`src/rtl/scsi_dma_responder_if.sv`:
```
// Host-side bus of the SCSI DMA responder: register strobes, DMA handshake,
// and the read-data/interrupt/request returns.
interface scsi_dma_responder_if;
    logic       SCSI_CS;
    logic       A0;
    logic       DACK;
    logic       RE;
    logic       WE;
    logic [7:0] DIN;
    logic [7:0] DOUT;
    logic       DOE;
    logic       DREQ_;
    logic       INTRQ;

    modport slave (
        input  SCSI_CS, A0, DACK, RE, WE, DIN,
        output DOUT, DOE, DREQ_, INTRQ
    );

    modport master (
        output SCSI_CS, A0, DACK, RE, WE, DIN,
        input  DOUT, DOE, DREQ_, INTRQ
    );
endinterface

```
`src/rtl/scsi_dma_responder.sv`:
```
// SCSI DMA responder: 8-byte FIFO between a device port and a host bus that
// reaches it either through indexed registers or a DREQ_/DACK DMA handshake.
module scsi_dma_responder (
    input  logic                 CLK90,
    input  logic                 CRESET_,
    scsi_dma_responder_if.slave  bus,
    input  logic                 DEV_WR,
    input  logic [7:0]           DEV_WDATA,
    input  logic                 DEV_RD,
    output logic [7:0]           DEV_RDATA,
    output logic                 DEV_FULL,
    output logic                 DEV_EMPTY
);
    typedef enum logic [2:0] {S_IDLE, S_REQ, S_ACK, S_HOLD, S_DONE} state_t;
    state_t state, state_nxt;

    logic [7:0]  mem [8];
    logic [2:0]  wp, rp;
    logic [3:0]  cnt;
    logic [4:0]  addr;
    logic [15:0] tc;
    logic        dmaen, dir;
    logic        st_done, st_under, st_over, st_coll, intrq;
    logic [7:0]  cap;
    logic        saw_rd, saw_wr;
    logic        reg_wr_p1, reg_rd_p1;
    logic        doe_p1;
    logic [7:0]  dout_p1;
    logic        doe_nxt;
    logic [7:0]  dout_nxt, reg_rdata;
    logic        dma_pop, dma_push, tc_dec, done_set;

    // DMA owns the bus whenever DACK is up; a concurrent chip select is a collision.
    logic dma_strobe, cs_ok, cs_coll, reg_wr_s, reg_wr_go, reg_rd_s, reg_rd_rel;
    logic dma_active, dma_rd_s, dma_wr_s, wrong_dir, start_ok;
    assign dma_strobe = bus.DACK & (bus.RE | bus.WE);
    assign cs_ok      = bus.SCSI_CS & ~bus.DACK;
    assign cs_coll    = bus.SCSI_CS & bus.DACK & (bus.RE | bus.WE);
    assign reg_wr_s   = cs_ok & bus.WE;
    assign reg_wr_go  = reg_wr_s & ~reg_wr_p1;
    assign reg_rd_s   = cs_ok & bus.RE & bus.A0;
    assign reg_rd_rel = reg_rd_p1 & ~reg_rd_s;
    assign dma_active = (state == S_REQ) || (state == S_ACK);
    assign dma_rd_s   = dma_active & bus.DACK & bus.RE;
    assign dma_wr_s   = dma_active & bus.DACK & bus.WE;
    assign wrong_dir  = dir ? dma_wr_s : dma_rd_s;
    assign start_ok   = dmaen & (tc != 16'd0) & (dir ? (cnt != 4'd0) : (cnt != 4'd8));

    logic dev_pop, dev_push, pop_req, push_req, pop_ok, push_ok, clr_status;
    logic [7:0] push_data;
    assign dev_pop    = DEV_RD & ~dma_pop;
    assign dev_push   = DEV_WR & ~dma_push;
    assign pop_req    = dma_pop | dev_pop;
    assign push_req   = dma_push | dev_push;
    assign pop_ok     = pop_req & (cnt != 4'd0);
    assign push_ok    = push_req & ((cnt != 4'd8) | pop_ok);
    assign push_data  = dma_push ? cap : DEV_WDATA;
    assign clr_status = reg_rd_rel & (addr == 5'h17);

    assign DEV_FULL  = (cnt == 4'd8);
    assign DEV_EMPTY = (cnt == 4'd0);
    assign bus.DREQ_ = (state != S_REQ);
    assign bus.INTRQ = intrq;
    assign bus.DOE   = doe_p1;
    assign bus.DOUT  = dout_p1;

    always_comb begin
        case (addr)
            5'h12:   reg_rdata = tc[15:8];
            5'h13:   reg_rdata = tc[7:0];
            5'h15:   reg_rdata = {6'b0, dir, dmaen};
            5'h17:   reg_rdata = {st_done, st_under, st_over, st_coll, 4'b0};
            default: reg_rdata = 8'h00;
        endcase
    end

    always_comb begin
        doe_nxt  = (bus.SCSI_CS | bus.DACK) & bus.RE;
        dout_nxt = 8'h00;
        if (bus.DACK & bus.RE)
            dout_nxt = (dma_active & dir & (cnt != 4'd0)) ? mem[rp] : 8'h00;
        else if (bus.SCSI_CS & bus.RE)
            dout_nxt = bus.A0 ? reg_rdata : {intrq, 6'b0, dmaen};
    end

    always_comb begin
        state_nxt = state;
        dma_pop   = 1'b0;
        dma_push  = 1'b0;
        tc_dec    = 1'b0;
        done_set  = 1'b0;
        case (state)
            S_IDLE: if (start_ok) state_nxt = S_REQ;
            S_REQ: begin
                if (!dmaen)          state_nxt = S_IDLE;
                else if (dma_strobe) state_nxt = S_ACK;
            end
            S_ACK: begin
                if (!dma_strobe) begin
                    state_nxt = S_HOLD;
                    tc_dec    = 1'b1;
                    dma_pop   = dir & saw_rd;
                    dma_push  = ~dir & saw_wr;
                end
            end
            S_HOLD: begin
                if (tc == 16'd0)   state_nxt = S_DONE;
                else if (start_ok) state_nxt = S_REQ;
                else               state_nxt = S_IDLE;
            end
            S_DONE: begin
                done_set  = 1'b1;
                state_nxt = S_IDLE;
            end
            default: state_nxt = S_IDLE;
        endcase
    end

    // Stage p1: strobe history, bus read data and DMA strobe tracking.
    always_ff @(posedge CLK90 or negedge CRESET_) begin
        if (!CRESET_) begin
            state     <= S_IDLE;
            saw_rd    <= 1'b0;
            saw_wr    <= 1'b0;
            reg_wr_p1 <= 1'b0;
            reg_rd_p1 <= 1'b0;
            doe_p1    <= 1'b0;
            dout_p1   <= 8'h00;
        end else begin
            state     <= state_nxt;
            reg_wr_p1 <= reg_wr_s;
            reg_rd_p1 <= reg_rd_s;
            doe_p1    <= doe_nxt;
            dout_p1   <= dout_nxt;
            if (state == S_REQ) begin
                saw_rd <= dma_rd_s;
                saw_wr <= dma_wr_s;
            end else if (state == S_ACK) begin
                saw_rd <= saw_rd | dma_rd_s;
                saw_wr <= saw_wr | dma_wr_s;
            end
        end
    end

    always_ff @(posedge CLK90) begin
        if (dma_wr_s) cap <= bus.DIN;
        if (push_ok)  mem[wp] <= push_data;
    end

    always_ff @(posedge CLK90 or negedge CRESET_) begin
        if (!CRESET_) begin
            wp        <= 3'd0;
            rp        <= 3'd0;
            cnt       <= 4'd0;
            DEV_RDATA <= 8'h00;
        end else begin
            if (push_ok) wp <= wp + 3'd1;
            if (pop_ok)  rp <= rp + 3'd1;
            cnt <= cnt + {3'b0, push_ok} - {3'b0, pop_ok};
            if (dev_pop) DEV_RDATA <= pop_ok ? mem[rp] : 8'h00;
        end
    end

    // Register file; TC is frozen against host writes while a transfer is in flight.
    always_ff @(posedge CLK90 or negedge CRESET_) begin
        if (!CRESET_) begin
            addr     <= 5'd0;
            tc       <= 16'd0;
            dmaen    <= 1'b0;
            dir      <= 1'b0;
            st_done  <= 1'b0;
            st_under <= 1'b0;
            st_over  <= 1'b0;
            st_coll  <= 1'b0;
            intrq    <= 1'b0;
        end else begin
            if (reg_rd_rel) addr <= addr + 5'd1;
            if (reg_wr_go) begin
                if (!bus.A0) begin
                    addr <= bus.DIN[4:0];
                end else begin
                    addr <= addr + 5'd1;
                    case (addr)
                        5'h12: if (state == S_IDLE) tc[15:8] <= bus.DIN;
                        5'h13: if (state == S_IDLE) tc[7:0]  <= bus.DIN;
                        5'h15: begin
                            dir   <= bus.DIN[1];
                            dmaen <= bus.DIN[0];
                        end
                        default: ;
                    endcase
                end
            end
            if (tc_dec)   tc    <= tc - 16'd1;
            if (done_set) dmaen <= 1'b0;
            st_done  <= (st_done  & ~clr_status) | done_set;
            st_under <= (st_under & ~clr_status) | (pop_req & (cnt == 4'd0));
            st_over  <= (st_over  & ~clr_status) | (push_req & ~push_ok);
            st_coll  <= (st_coll  & ~clr_status) | cs_coll | wrong_dir;
            intrq    <= (intrq    & ~clr_status) | done_set;
        end
    end
endmodule
```
`src/flat_wrapper.sv`:
```
// flat-port wrapper written by rule: the top's interface ports become plain ports
module scsi_dma_responder_flat 
  (CLK90, CRESET_, DEV_WR, DEV_WDATA, DEV_RD, DEV_RDATA, DEV_FULL, DEV_EMPTY, bus_SCSI_CS, bus_A0, bus_DACK, bus_RE, bus_WE, bus_DIN, bus_DOUT, bus_DOE, bus_DREQ_, bus_INTRQ);
  scsi_dma_responder_if bus_i ();
  input  logic CLK90;
  input  logic CRESET_;
  input  logic DEV_WR;
  input  logic [7:0] DEV_WDATA;
  input  logic DEV_RD;
  output logic [7:0] DEV_RDATA;
  output logic DEV_FULL;
  output logic DEV_EMPTY;
  input wire logic [$bits(bus_i.SCSI_CS)-1:0] bus_SCSI_CS;
  input wire logic [$bits(bus_i.A0)-1:0] bus_A0;
  input wire logic [$bits(bus_i.DACK)-1:0] bus_DACK;
  input wire logic [$bits(bus_i.RE)-1:0] bus_RE;
  input wire logic [$bits(bus_i.WE)-1:0] bus_WE;
  input wire logic [$bits(bus_i.DIN)-1:0] bus_DIN;
  output wire logic [$bits(bus_i.DOUT)-1:0] bus_DOUT;
  output wire logic [$bits(bus_i.DOE)-1:0] bus_DOE;
  output wire logic [$bits(bus_i.DREQ_)-1:0] bus_DREQ_;
  output wire logic [$bits(bus_i.INTRQ)-1:0] bus_INTRQ;
  assign bus_i.SCSI_CS = bus_SCSI_CS;
  assign bus_i.A0 = bus_A0;
  assign bus_i.DACK = bus_DACK;
  assign bus_i.RE = bus_RE;
  assign bus_i.WE = bus_WE;
  assign bus_i.DIN = bus_DIN;
  assign bus_DOUT = bus_i.DOUT;
  assign bus_DOE = bus_i.DOE;
  assign bus_DREQ_ = bus_i.DREQ_;
  assign bus_INTRQ = bus_i.INTRQ;
  scsi_dma_responder u_core (.CLK90(CLK90), .CRESET_(CRESET_), .bus(bus_i), .DEV_WR(DEV_WR), .DEV_WDATA(DEV_WDATA), .DEV_RD(DEV_RD), .DEV_RDATA(DEV_RDATA), .DEV_FULL(DEV_FULL), .DEV_EMPTY(DEV_EMPTY));
endmodule
```
`config.mk`:
```
export PLATFORM = sky130hd
export DESIGN_NAME = scsi_dma_responder_flat
export DESIGN_NICKNAME = d
export VERILOG_FILES = /design/src/rtl/scsi_dma_responder_if.sv /design/src/rtl/scsi_dma_responder.sv /design/src/flat_wrapper.sv
export SDC_FILE = /design/constraint.sdc
export NUM_CORES = 1
export LEC_CHECK = 0
export ABC_AREA = 1
export CORE_MARGIN = 10
export CORE_UTILIZATION = 35
export CTS_BUF_LIST = sky130_fd_sc_hd__clkbuf_8
export CTS_CLUSTER_SIZE = 10
export DETAILED_ROUTE_END_ITERATION = 16
export SLEW_MARGIN = 10
export SYNTH_ARGS = -nofsm -noshare
export SYNTH_HDL_FRONTEND = slang
export SYNTH_SLANG_ARGS = --single-unit
```
`constraint.sdc`:
```
create_clock -name CLK90 -period 2.66 [get_ports CLK90]
set_clock_uncertainty 0.1 [all_clocks]
set_input_delay 0.532 -clock CLK90 [delete_from_list [all_inputs] [get_ports CLK90]]
set_output_delay 0.532 -clock CLK90 [all_outputs]
set_load 0.05 [all_outputs]
```
==> out/qor.csv <==
metric;value;unit
Synth Area in Adders;2.60;%
worst skew pair latency;460;ps
Core Area;0.0182;sq mm
Req. time, crit path;2030;ps
Max Fclk;397;MHz
clock tree from TritonCTS;yes;
Area Overhead vs Synth;20.6;%
Max-cap violations;0;
Post-synth ARST share;46.3;%
post-synthesis instance total;749;
Antenna Nets Post-Route;0;
critical path class;flip-flop to output pin;
share of cells above drive strength 1;10.8;%
RePlAce Congestion;0.908;
largest net degree at the start of global routing;34;
mux cell area share after synthesis;0;%
setup violators final;0;
area of the multi-input gates;0.00245;sq mm
RSZ-0062 raised after global routing;false;
global-route wire length before repair;27.5;mm
Synth Area in Simple Gates;28.2;%
postcts setup bufs;0;
Primary FF master, synth;edfxtp_1;
Vias/cell;4.93;
clk sinks;134;
leak pwr;3.57;nW
pwr dens;950;mW/mm^2
Post-synth EDFFs;72;
die area;0.0246;sq mm
Global Route Usage Sum;14.7;%
reg2reg start;u_core.state[0];
complex-gate fraction of the synthesized area;5.66;%
root buffer cell;clkbuf_8;
final core occ;43.3;%
clk buf depth;2;
Clock transition at path regs;90;ps
CP startpoint kind;flip-flop;
Yosys cell types;37;
Seq cells post-synth;134;
placed inst area;0.00745;sq mm
Port Buf Inserts;45;
vias in the first global route;5074;
min Tclk post-route;2520;ps
final worst-path setup slack;143;ps
Peak VDD IR;0.000336;V
post-synthesis sequential area ratio;56.7;%
Place WS;-266;ps
drt drc;0;
Final Max Tran Viols;0;
Routed WL;17.4;mm
GR Overflow Total;0;
Critical Path AT;1890;ps
Antenna diodes;0;
Slew HR;41.3;%
Iteration-0 DRC Markers;457;
# H-tree levels;4;
Mapped Nets;787;
number of nets in the layout;870;
Detailed Place HPWL;12.9;mm
Avg WL per Cell;16.2;um
total CTS buffers;17;
sequential cell area;0.00371;sq mm
Worst Setup SP;u_core.state[1];
status;complete, no violations;
row cnt;49;
Avg Cell Area, Syn;8.74;sq um
CP Max Fanout;5;
die extent in x;157;um
initial antenna violation count;0;
CTS resizes;0;
Post-CTS Hold Fix Bufs;1;
Synth Area in XOR/XNOR;0.937;%
vias;5295;
HP Start;u_core.state[2];
synthesized area;0.00655;sq mm
Hold Crit Class;flip-flop to flip-flop;
yosys warns;0;
die outline height;157;um
fillers;1787;
CP Capture Type;output pin;
final worst-path cycle share;94.6;%
Final Hold Viols;0;
I/O pin cnt;46;
Starting Density;35.9;%
DRT Pass-1 Iters;5;
largest family of logic cells by synthesized area;simple AND/OR/NAND/NOR gates;
design area;0.00789;sq mm
actual slew at the worst max-slew pin;875;ps
## report_power, final
group,internal [W],switching [W]
Combinational,0.000893,0.00176
Clock,0.000894,0.000951
Sequential,0.00264,0.000363
Total,0.00442,0.00307
## stage by stage
stage | instances | hold slack [ps] | setup TNS, ps | total power, W
floorplan | 749 | 136 | 0 | 0.00478
global placement | 1041 | 363 | -3360 | 0.00568
detailed placement | 1041 | 369 | -6960 | 0.00570
CTS | 1074 | 381 | 0 | 0.00755
global route | 1074 | 418 | 0 | 0.00802
finish | 1074 | 381 | 0 | 0.00750
## synthesized netlist by cell type (8+ instances only)
master	count	area (sq um)
o21ai_0	29	145
edfxtp_1	72	2160
nor2_1	60	225
inv_1	73	274
nand3_1	81	405
nand2_1	265	995
ha_1	12	150
a21oi_1	8	40.0
o21ai_1	16	80.1
clkbuf_1	10	37.5
dfrtp_1	62	1550
## final cells by class
type                       instances  area share [%]
inverter                          78            3.71
multi-input combinational        521            31.0
timing repair buffer              80            9.10
clock inverter                    15            2.49
sequential                       134            47.1
tap                              229            3.63
clock buffer                      17            2.96
## placed cells by master (no fill, tap or decap), types with 2 or more instances in the layout
| master | n |
|---|---|
| o22ai_1 | 4 |
| dfrtp_1 | 62 |
| o221ai_1 | 2 |
| nand3_1 | 81 |
| nor2_1 | 60 |
| buf_4 | 35 |
| bufinv_16 | 2 |
| ha_1 | 12 |
| inv_2 | 4 |
| xnor2_1 | 3 |
| edfxtp_1 | 72 |
| inv_6 | 5 |
| nand3_2 | 2 |
| o211ai_1 | 6 |
| o21ai_1 | 16 |
| o21ai_0 | 29 |
| nor2_2 | 2 |
| nand4_1 | 6 |
| inv_8 | 6 |
| xor2_1 | 4 |
| nand3b_1 | 2 |
| nand2_4 | 3 |
| nand2_2 | 6 |
| nand2_1 | 265 |
| clkbuf_8 | 17 |
| clkdlybuf4s50_1 | 42 |
| a21oi_1 | 8 |
| inv_1 | 73 |
## logic make-up after synthesis
family,after synthesis
and+or+nand+nor,434
DFF,134
buffers and inverters,94
AOI/OAI and AO/OA,67
adders and majority gates,13
xor gates and xnor gates,7
## registers in the layout, summed over array words and instances (netlist names), 3 cells and up
| signal | count |
|---|---|
| u_core.mem | 64 |
| u_core.tc | 16 |
| u_core.DEV_RDATA | 8 |
| u_core.bus.DOUT | 8 |
| u_core.cap | 8 |
| u_core.addr | 5 |
| u_core.cnt | 4 |
| u_core.rp | 3 |
| u_core.state | 3 |
| u_core.wp | 3 |
## metal layers
layer,GRT usage (%),up-vias,part of all wire (%),wire (um)
li1,-,2628,-,-
met1,18.5,2444,43,7530
met2,23.5,190,47,8190
met3,3.48,33,6.5,1140
met4,6.79,0,2.9,496
met5,0,-,0,0
## final timing paths
kind / cells past startpoint / endpoint / slack (ps)
max: 3 / bus_DREQ_ / 140
min: 1 / u_core.state[2] / 380
max reg2reg: 13 / u_core.cnt[2] / 340
min reg2reg: 1 / u_core.state[2] / 380
max in group asynchronous: 3 / u_core.tc[15] / 1360
min in group asynchronous: 2 / u_core.bus.DOUT[3] / 420
## critical path, stage by stage, from the launching register on
cell	delay (ps)
dfrtp_1	390
inv_1	110
nand3_2	110
clkdlybuf4s50_1	820
Note: power is estimated with default switching activity, not from simulation.
